[src/rtl/nandy_pkg.sv]
// Shared definitions for the Nandy CPU fetch/execute sequencer.
// State encoding and the watchdog counter width.
package nandy_pkg;

   localparam int CNT_W = 8;

   typedef enum logic [2:0] {
      FETCH = 3'd0,
      EXEC0 = 3'd1,
      EXEC1 = 3'd2,
      IRQ   = 3'd3,
      HALT  = 3'd4
   } state_t;

endpackage

[src/rtl/fetch_sequencer_if.sv]
// Single memory port shared by instruction fetch and EXEC1 data access.
// The sequencer is the master; the memory side answers with mem_rdy.
interface fetch_sequencer_if;

   logic mem_en;
   logic mem_is_data;
   logic mem_rdy;

   modport master (output mem_en, output mem_is_data, input mem_rdy);
   modport slave  (input mem_en, input mem_is_data, output mem_rdy);

endinterface

[src/rtl/stall_counter.sv]
// Saturating memory-wait counter; terminal flags the last tolerated wait.
// Saturates at all-ones so a long stall can never wrap back to zero.
module stall_counter
   import nandy_pkg::*;
#(
   parameter int STALL_MAX = 15
) (
   input  logic             clk,
   input  logic             rst_n,
   input  logic             inc,
   input  logic             clr,
   output logic [CNT_W-1:0] count,
   output logic             terminal
);

   logic [CNT_W-1:0] count_reg;

   always_ff @(posedge clk or negedge rst_n) begin
      if (!rst_n) begin
         count_reg <= '0;
      end else if (clr) begin
         count_reg <= '0;
      end else if (inc && (count_reg != {CNT_W{1'b1}})) begin
         count_reg <= count_reg + 1'b1;
      end
   end

   assign count    = count_reg;
   assign terminal = (count_reg == CNT_W'(STALL_MAX));

endmodule

[src/rtl/fetch_sequencer.sv]
// Fetch/execute sequencer for the 8-bit Nandy CPU: phase bit, memory-port
// arbitration, interrupt enable/acknowledge and a stalled-bus watchdog.
module fetch_sequencer
   import nandy_pkg::*;
#(
   parameter int STALL_MAX = 15,
   parameter bit IE_RESET  = 1'b0
) (
   input  logic                      clk,
   input  logic                      rst_n,
   fetch_sequencer_if.master         mem,
   input  logic                      two_cycle,
   input  logic                      ie_set,
   input  logic                      ie_clr,
   input  logic                      irq,
   output logic                      cycle,
   output logic                      ir_load,
   output logic                      pc_inc,
   output logic                      exec_en,
   output logic                      irq_ack,
   output logic                      ie,
   output logic                      fault
);

   state_t           state_reg, state_next;
   logic             ie_reg, ie_next;
   logic             mem_en_c, mem_is_data_c;
   logic             stall_inc, stall_clr, stall_term;
   logic [CNT_W-1:0] stall_count;

   always_ff @(posedge clk or negedge rst_n) begin
      if (!rst_n) begin
         state_reg <= FETCH;
         ie_reg    <= IE_RESET;
      end else begin
         state_reg <= state_next;
         ie_reg    <= ie_next;
      end
   end

   always_comb begin
      state_next    = state_reg;
      ie_next       = ie_reg;
      cycle         = 1'b0;
      mem_en_c      = 1'b0;
      mem_is_data_c = 1'b0;
      ir_load       = 1'b0;
      pc_inc        = 1'b0;
      exec_en       = 1'b0;
      irq_ack       = 1'b0;
      fault         = 1'b0;
      case (state_reg)
         FETCH: begin
            // A zero count means this is the first FETCH cycle: the only
            // point an interrupt may be taken.
            if (irq && ie_reg && (stall_count == '0)) begin
               state_next = IRQ;
            end else begin
               mem_en_c = 1'b1;
               if (mem.mem_rdy) begin
                  ir_load    = 1'b1;
                  pc_inc     = 1'b1;
                  state_next = EXEC0;
               end else if (stall_term) begin
                  state_next = HALT;
               end
            end
         end
         EXEC0: begin
            exec_en = 1'b1;
            if (ie_clr) begin
               ie_next = 1'b0;
            end else if (ie_set) begin
               ie_next = 1'b1;
            end
            state_next = two_cycle ? EXEC1 : FETCH;
         end
         EXEC1: begin
            cycle         = 1'b1;
            mem_en_c      = 1'b1;
            mem_is_data_c = 1'b1;
            if (mem.mem_rdy) begin
               exec_en    = 1'b1;
               state_next = FETCH;
            end else if (stall_term) begin
               state_next = HALT;
            end
         end
         IRQ: begin
            irq_ack    = 1'b1;
            ie_next    = 1'b0;
            state_next = FETCH;
         end
         HALT: begin
            fault = 1'b1;
         end
         default: begin
            state_next = HALT;
         end
      endcase
      // State already sits at FETCH during reset; keep its strobes quiet.
      if (!rst_n) begin
         cycle         = 1'b0;
         mem_en_c      = 1'b0;
         mem_is_data_c = 1'b0;
         ir_load       = 1'b0;
         pc_inc        = 1'b0;
         exec_en       = 1'b0;
         irq_ack       = 1'b0;
         fault         = 1'b0;
      end
   end

   assign stall_inc = mem_en_c && !mem.mem_rdy;
   assign stall_clr = (mem_en_c && mem.mem_rdy) || (state_next != state_reg);

   stall_counter #(
      .STALL_MAX (STALL_MAX)
   ) u_stall (
      .clk      (clk),
      .rst_n    (rst_n),
      .inc      (stall_inc),
      .clr      (stall_clr),
      .count    (stall_count),
      .terminal (stall_term)
   );

   assign mem.mem_en      = mem_en_c;
   assign mem.mem_is_data = mem_is_data_c;
   assign ie              = ie_reg;

endmodule

[src/flat_wrapper.sv]
// flat-port wrapper written by rule: the top's interface ports become plain ports
module fetch_sequencer_flat import nandy_pkg::*;
#(
   parameter int STALL_MAX = 15,
   parameter bit IE_RESET  = 1'b0
)
  (clk, rst_n, two_cycle, ie_set, ie_clr, irq, cycle, ir_load, pc_inc, exec_en, irq_ack, ie, fault, mem_mem_en, mem_mem_is_data, mem_mem_rdy);
  fetch_sequencer_if mem_i ();
  input  logic clk;
  input  logic rst_n;
  input  logic two_cycle;
  input  logic ie_set;
  input  logic ie_clr;
  input  logic irq;
  output logic cycle;
  output logic ir_load;
  output logic pc_inc;
  output logic exec_en;
  output logic irq_ack;
  output logic ie;
  output logic fault;
  output wire logic [$bits(mem_i.mem_en)-1:0] mem_mem_en;
  output wire logic [$bits(mem_i.mem_is_data)-1:0] mem_mem_is_data;
  input wire logic [$bits(mem_i.mem_rdy)-1:0] mem_mem_rdy;
  assign mem_mem_en = mem_i.mem_en;
  assign mem_mem_is_data = mem_i.mem_is_data;
  assign mem_i.mem_rdy = mem_mem_rdy;
  fetch_sequencer #(.STALL_MAX(STALL_MAX), .IE_RESET(IE_RESET)) u_core (.clk(clk), .rst_n(rst_n), .mem(mem_i), .two_cycle(two_cycle), .ie_set(ie_set), .ie_clr(ie_clr), .irq(irq), .cycle(cycle), .ir_load(ir_load), .pc_inc(pc_inc), .exec_en(exec_en), .irq_ack(irq_ack), .ie(ie), .fault(fault));
endmodule
[config.mk]
export PLATFORM = sky130hd
export DESIGN_NAME = fetch_sequencer_flat
export DESIGN_NICKNAME = d
export VERILOG_FILES = /design/src/rtl/nandy_pkg.sv /design/src/rtl/fetch_sequencer_if.sv /design/src/rtl/stall_counter.sv /design/src/rtl/fetch_sequencer.sv /design/src/flat_wrapper.sv
export SDC_FILE = /design/constraint.sdc
export NUM_CORES = 1
export LEC_CHECK = 0
export ABC_CLOCK_PERIOD_IN_PS = 2200
export BUFFER_PORTS_ARGS = -buffer_cell sky130_fd_sc_hd__buf_2
export CAP_MARGIN = 25
export CORE_MARGIN = 1
export CORE_UTILIZATION = 53
export CTS_CLUSTER_SIZE = 30
export DETAILED_ROUTE_END_ITERATION = 10
export PLACE_DENSITY = 0.75
export SYNTH_ARGS = -nofsm -noshare
export SYNTH_HDL_FRONTEND = slang
export SYNTH_SLANG_ARGS = --single-unit
[constraint.sdc]
create_clock -name clk -period 2.2 [get_ports clk]
set_clock_uncertainty 0.1 [all_clocks]
set_input_delay 0.44 -clock clk [delete_from_list [all_inputs] [get_ports clk]]
set_output_delay 0.44 -clock clk [all_outputs]
set_load 0.005 [all_outputs]
---- Word level (Yosys, flattened, before mapping) ----
Cells that the tools add are included.
W data, S select, Z words.
operators by class
  eq/ne operators ......................... 8
  reduce and logical (&&, ||, !) cells .... 12
  add/sub/neg operators ................... 1
  mux-type cells .......................... 26
operator list
  operator               number
  $mux W8                2
  $mux W1                15
  $pmux W3 S5            1
  $mux W3                4
  $add A8 B1 Y8 const B  1
  $eq A8 B4 Y1 const B   1
  $logic_not A8 Y1       1
  $ne A8 B8 Y1 const B   1
  $eq A3 B2 Y1 const B   2
  $pmux W1 S2            3
  $logic_and A1 B1 Y1    5
  $reduce_bool A2 Y1     2
  $eq A3 B1 Y1 const B   1
  $eq A3 B3 Y1 const B   1
  $logic_not A3 Y1       1
  $ne A3 B3 Y1           1
  $ne A3 B3 Y1 const B   1
  $mux W2                1
  $reduce_and A2 Y1      1
  $logic_not A1 Y1       1
  $logic_or A1 B1 Y1     1
word-level totals
  output and inout port bits .............. 9
  flip-flop bits (word level) ............. 12
  bits of input ports ..................... 7
  word-level logic and storage cells ...... 50

---- Logic depth before layout (Yosys ltp) ----
  depth in word-level cells ............... 9
  depth in mapped cells ................... 6
  mapped depth without buffers ............ 6

---- Hierarchy ----
Synthesis repeated with hierarchy kept, for this count alone.
second synthesis, totals
  cell total of the unflattened synthesis .. 91
  area total of the unflattened synthesis .. 824.5 µm²
modules (own cells, without submodules)
  module           instances  cells each  sequential area each (µm²)  area an instance (µm²)
  stall_counter    1          51          200.2                       476.7
  fetch_sequencer  1          40          100.1                       347.8

---- Least setup slack after synthesis ----
OpenSTA, ideal clock, no wires.
  path kind ............................... input port to flip-flop
  start ................................... in mem_mem_rdy
  end ..................................... reg u_core.u_stall.count_reg[5], in the netlist u_core.u_stall.count[5]
  buffers on the path ..................... 1
  stages .................................. 5
  path slack .............................. 0.019 ns
  required time ........................... 2.019 ns
  setup time .............................. 0.081 ns
  data arrival time ....................... 2.000 ns
  cell sequence ........................... buf_6 or4b_4 or3_4 or4_1 a21oi_1
between the ends
  cells in the longest elaborated chain, start to end .. 6
  elaborated cells on any way between the ends .. 12
  classes of those cells .................. 1 x eq/ne; 5 x mux; 6 x reduce/logical
RTL lines
  what                                           line                    text
  start: declaration                             flat_wrapper.sv:24      input wire logic [$bits(mem_i.mem_rdy)-1:0] mem_mem_rdy;
  $mux W3                                        fetch_sequencer.sv:60   if (mem.mem_rdy) begin
  $mux W3                                        fetch_sequencer.sv:56   if (irq && ie_reg && (stall_count == '0)) begin
  $pmux W3 S5                                    fetch_sequencer.sv:52   case (state_reg)
  $ne A3 B3 Y1                                   fetch_sequencer.sv:115  assign stall_clr = (mem_en_c && mem.mem_rdy) || (state_next != state_reg);
  $logic_or A1 B1 Y1                             fetch_sequencer.sv:115
  $mux W8 or $reduce_bool A2 Y1 (tied branches)  n/a
  end signal: assignment                         stall_counter.sv:24     count_reg <= count_reg + 1'b1;
  end: declaration                               stall_counter.sv:16     logic [CNT_W-1:0] count_reg;
Parallel ways exist; a longest one is shown, timed or not.
A chain may end at the register's enable or synchronous reset.

---- Worst setup path in the final report ----
  start ................................... reg u_core.u_stall.count_reg[0], in the netlist u_core.u_stall.count[0]
  end ..................................... out mem_mem_en
between the ends
  cells in the longest elaborated chain, start to end .. 5
RTL lines
  what                 line                    text
  $logic_not A8 Y1     fetch_sequencer.sv:56
  $logic_and A1 B1 Y1  fetch_sequencer.sv:56
  $mux W1              fetch_sequencer.sv:56
  $pmux W1 S2          fetch_sequencer.sv:52
  $mux W1              fetch_sequencer.sv:102  if (!rst_n) begin
  end: declaration     flat_wrapper.sv:22      output wire logic [$bits(mem_i.mem_en)-1:0] mem_mem_en;
Every way passes these cells.

==> results.cfg <==
[floorplan]
start_util = 0.603
placement_rows = 13
core_area_um2 = 1370
die_h_um = 41.4
die_width_um = 41.4
dieArea_um2 = 1720
io_pins = 16

[layout]
fin_cells = 145
fill_cells = 105
n_antenna_cell = 0
final_nets = 141
syn_to_final_growth_pct = 32.3
final_area_um2 = 1090
drive_gt1_frac = 0.362
largest_reg_flops = 8
final_core_util = 0.799

[power]
combPwrFrac = 0.053
clkPwrFrac = 0.357
netSwitchingPower_uw = 80.8
switching_share = 0.217
p_int_uw = 292
seqPwrFrac = 0.591
p_leak_uw = 0.000488
p_per_area_nw_per_um2 = 342
ir_worst_vdd_mv = 0.258

[drt]
drc = 0
routed_wl_mm = 2.10
ant_nets = 0
wl_per_cell_um = 14.5
met1_length_um = 980
wl_met2_um = 998
drt_iter0_markers = 35
top_layer = met4
drtPass1Iterations = 4
routed-via-count = 906
viasPerCell = 6.25
met3_length_um = 108

[critical_path]
cp.arrival_ns = 1.64
start_kind = register
setup.worst_path.end_class = output port
ff2ff_path_depth = 4
cp.required_ns = 1.66
crit_fanout = 3
critical_path_class = reg -> out
critPathLaunch = u_core.u_stall.count[0]
reg2reg_slack_ns = 0.16
worst_r2r_endpoint = u_core.u_stall.count[7]
r2r-start = u_core.state_reg[0]

[clock_tree]
cts-root-buf = clkbuf_4
clock_latency_ns = 0.27
htree_num_levels = 1
clk_pin_slew_ns = 0.07
cts_sinks = 12
cts_buffers = 3
cts_tree = yes
cts_hold_buf = 0
cts.path.max_buffers = 2

[timing]
fmax_mhz = 459
fin_crit_ns = 2.18
rsz0062_at_grt = true
hold_violations = 0
worst_slew_pin_slew_ns = 0.424
finalCritPeriodShare = 0.991
setup_viol = 0
slew_headroom = 0.713
fin_ws_ns = 0.0192
slew_viol_final = 0

[placed_design]
place_congestion = 0.834
place_inst = 140
dp_slack_ns = -0.0222
place_area_um2 = 1020
dpl.hpwl_mm = 1.55
portBuffers = 15

[synthesis]
synth_edf_count = 0
synth_area_um2 = 825
ys.flop_type = dfrtp_1
async_flop_share = 1.00
yosysWarnings = 0
yosysSeqAreaShare = 0.364
ys_ff_latch = 12
synth_cell_types = 33
syn_nets = 106
avgSynthCellArea_um2 = 8.50
synth_cells = 97

[global_route]
grtUsageTotal = 0.263
grt-ovfl-total = 0
grt_pass1_wl_mm = 3.53
grt_max_degree = 17
first_global_vias = 799
grt_antenna_before_repair = 0

[min_path]
hp-class = in -> async

[run]
max_cap_viol_count = 0

[status]
run_status = finished clean
layer usage:
layer  vias up  GRT usage
li1        438          -
met5         -          0
met3         3     0.0391
met2        34      0.384
met4         0      0.103
met1       431      0.391
Yosys cell counts, types with 2 or more instances:
cell type   n  area [um2]
a21oi_1     9        45.0
nor2_1      4        15.0
nor4_1      3        18.8
nand2_1     4        15.0
a31oi_1     2        12.5
o21ai_0     7        35.0
nor3_1      7        35.0
or4_1       4        30.0
nand4_1     3        18.8
nand3_1     7        35.0
and3_1      2        12.5
buf_4       2        15.0
ha_1        2        25.0
dfrtp_1    12         300
inv_1       8        30.0
o31ai_1     4        30.0
cell type report:
class / instances / area [um2] / share of cell area
flip-flops and latches: 12 / 300 / 0.275
repair buffers: 34 / 218 / 0.200
inverters: 8 / 30.0 / 0.0275
well taps: 15 / 18.8 / 0.0172
clock buffers: 3 / 22.5 / 0.0206
multi-input cells: 73 / 502 / 0.460
timing repair:
item | CTS | global route
pin swaps | 2 | 0
gates resized for setup | 3 | 4
setup buffers | 1 | 1
endpoints found under the setup margin | 3 | 3
worst max path at each step:
stage | cells past startpoint | endpoint
3_5_place_dp | 5 | u_core.u_stall.count[7]
5_1_grt | 6 | mem_mem_en
2_1_floorplan | 5 | u_core.u_stall.count[5]
6_report | 6 | mem_mem_en
3_3_place_gp | 5 | u_core.u_stall.count[7]
4_1_cts | 4 | mem_mem_en
cells in the final DEF, fill, tap and decap left out, types with 3 or more instances in the layout:
cell type,count
buf_4,19
buf_2,15
dfrtp_1,12
a21oi_1,9
inv_1,8
o21ai_0,7
nand3_1,7
nor3_1,5
nand2_1,4
o31ai_1,4
nor2_1,3
nand4_1,3
or4_1,3
clkbuf_4,3
stage by stage:
| step | total power, uW | hold WS [ns] | TNS (ns) |
|---|---|---|---|
| 2_1_floorplan | 231 | 0.0444 | 0 |
| 3_3_place_gp | 244 | 0.303 | 0 |
| 3_5_place_dp | 244 | 0.316 | -0.0222 |
| 4_1_cts | 378 | 0.0250 | 0 |
| 5_1_grt | 388 | 0.0363 | -0.114 |
| 6_report | 373 | 0.0221 | 0 |
power by group through the flow:
stage               registers [uW]  logic (uW)  clock network [uW]
floorplan                      225        6.32                   0
global placement               225        19.0                   0
detailed placement             225        19.6                   0
CTS                            220        19.7                 138
global route                   220        22.2                 145
finish                         220        19.7                 133
cells by family after synthesis:
| family | share of synthesized area |
|---|---|
| multiplexers | 0.0121 |
| AO/OA/AOI/OAI | 0.203 |
| buffers and inverters | 0.0728 |
| flip-flops | 0.364 |
| adder cells (fa/ha/maj) | 0.0303 |
| AND/OR/NAND/NOR | 0.317 |
worst max-delay path: stages, from the launching register on:
cell	delay [ns]
dfrtp_1	0.40
inv_1	0.08
ha_1	0.16
nand4b_1	0.23
nor4_4	0.30
nor3_1	0.08
buf_2	0.13
(Power assumes the default switching activity.)
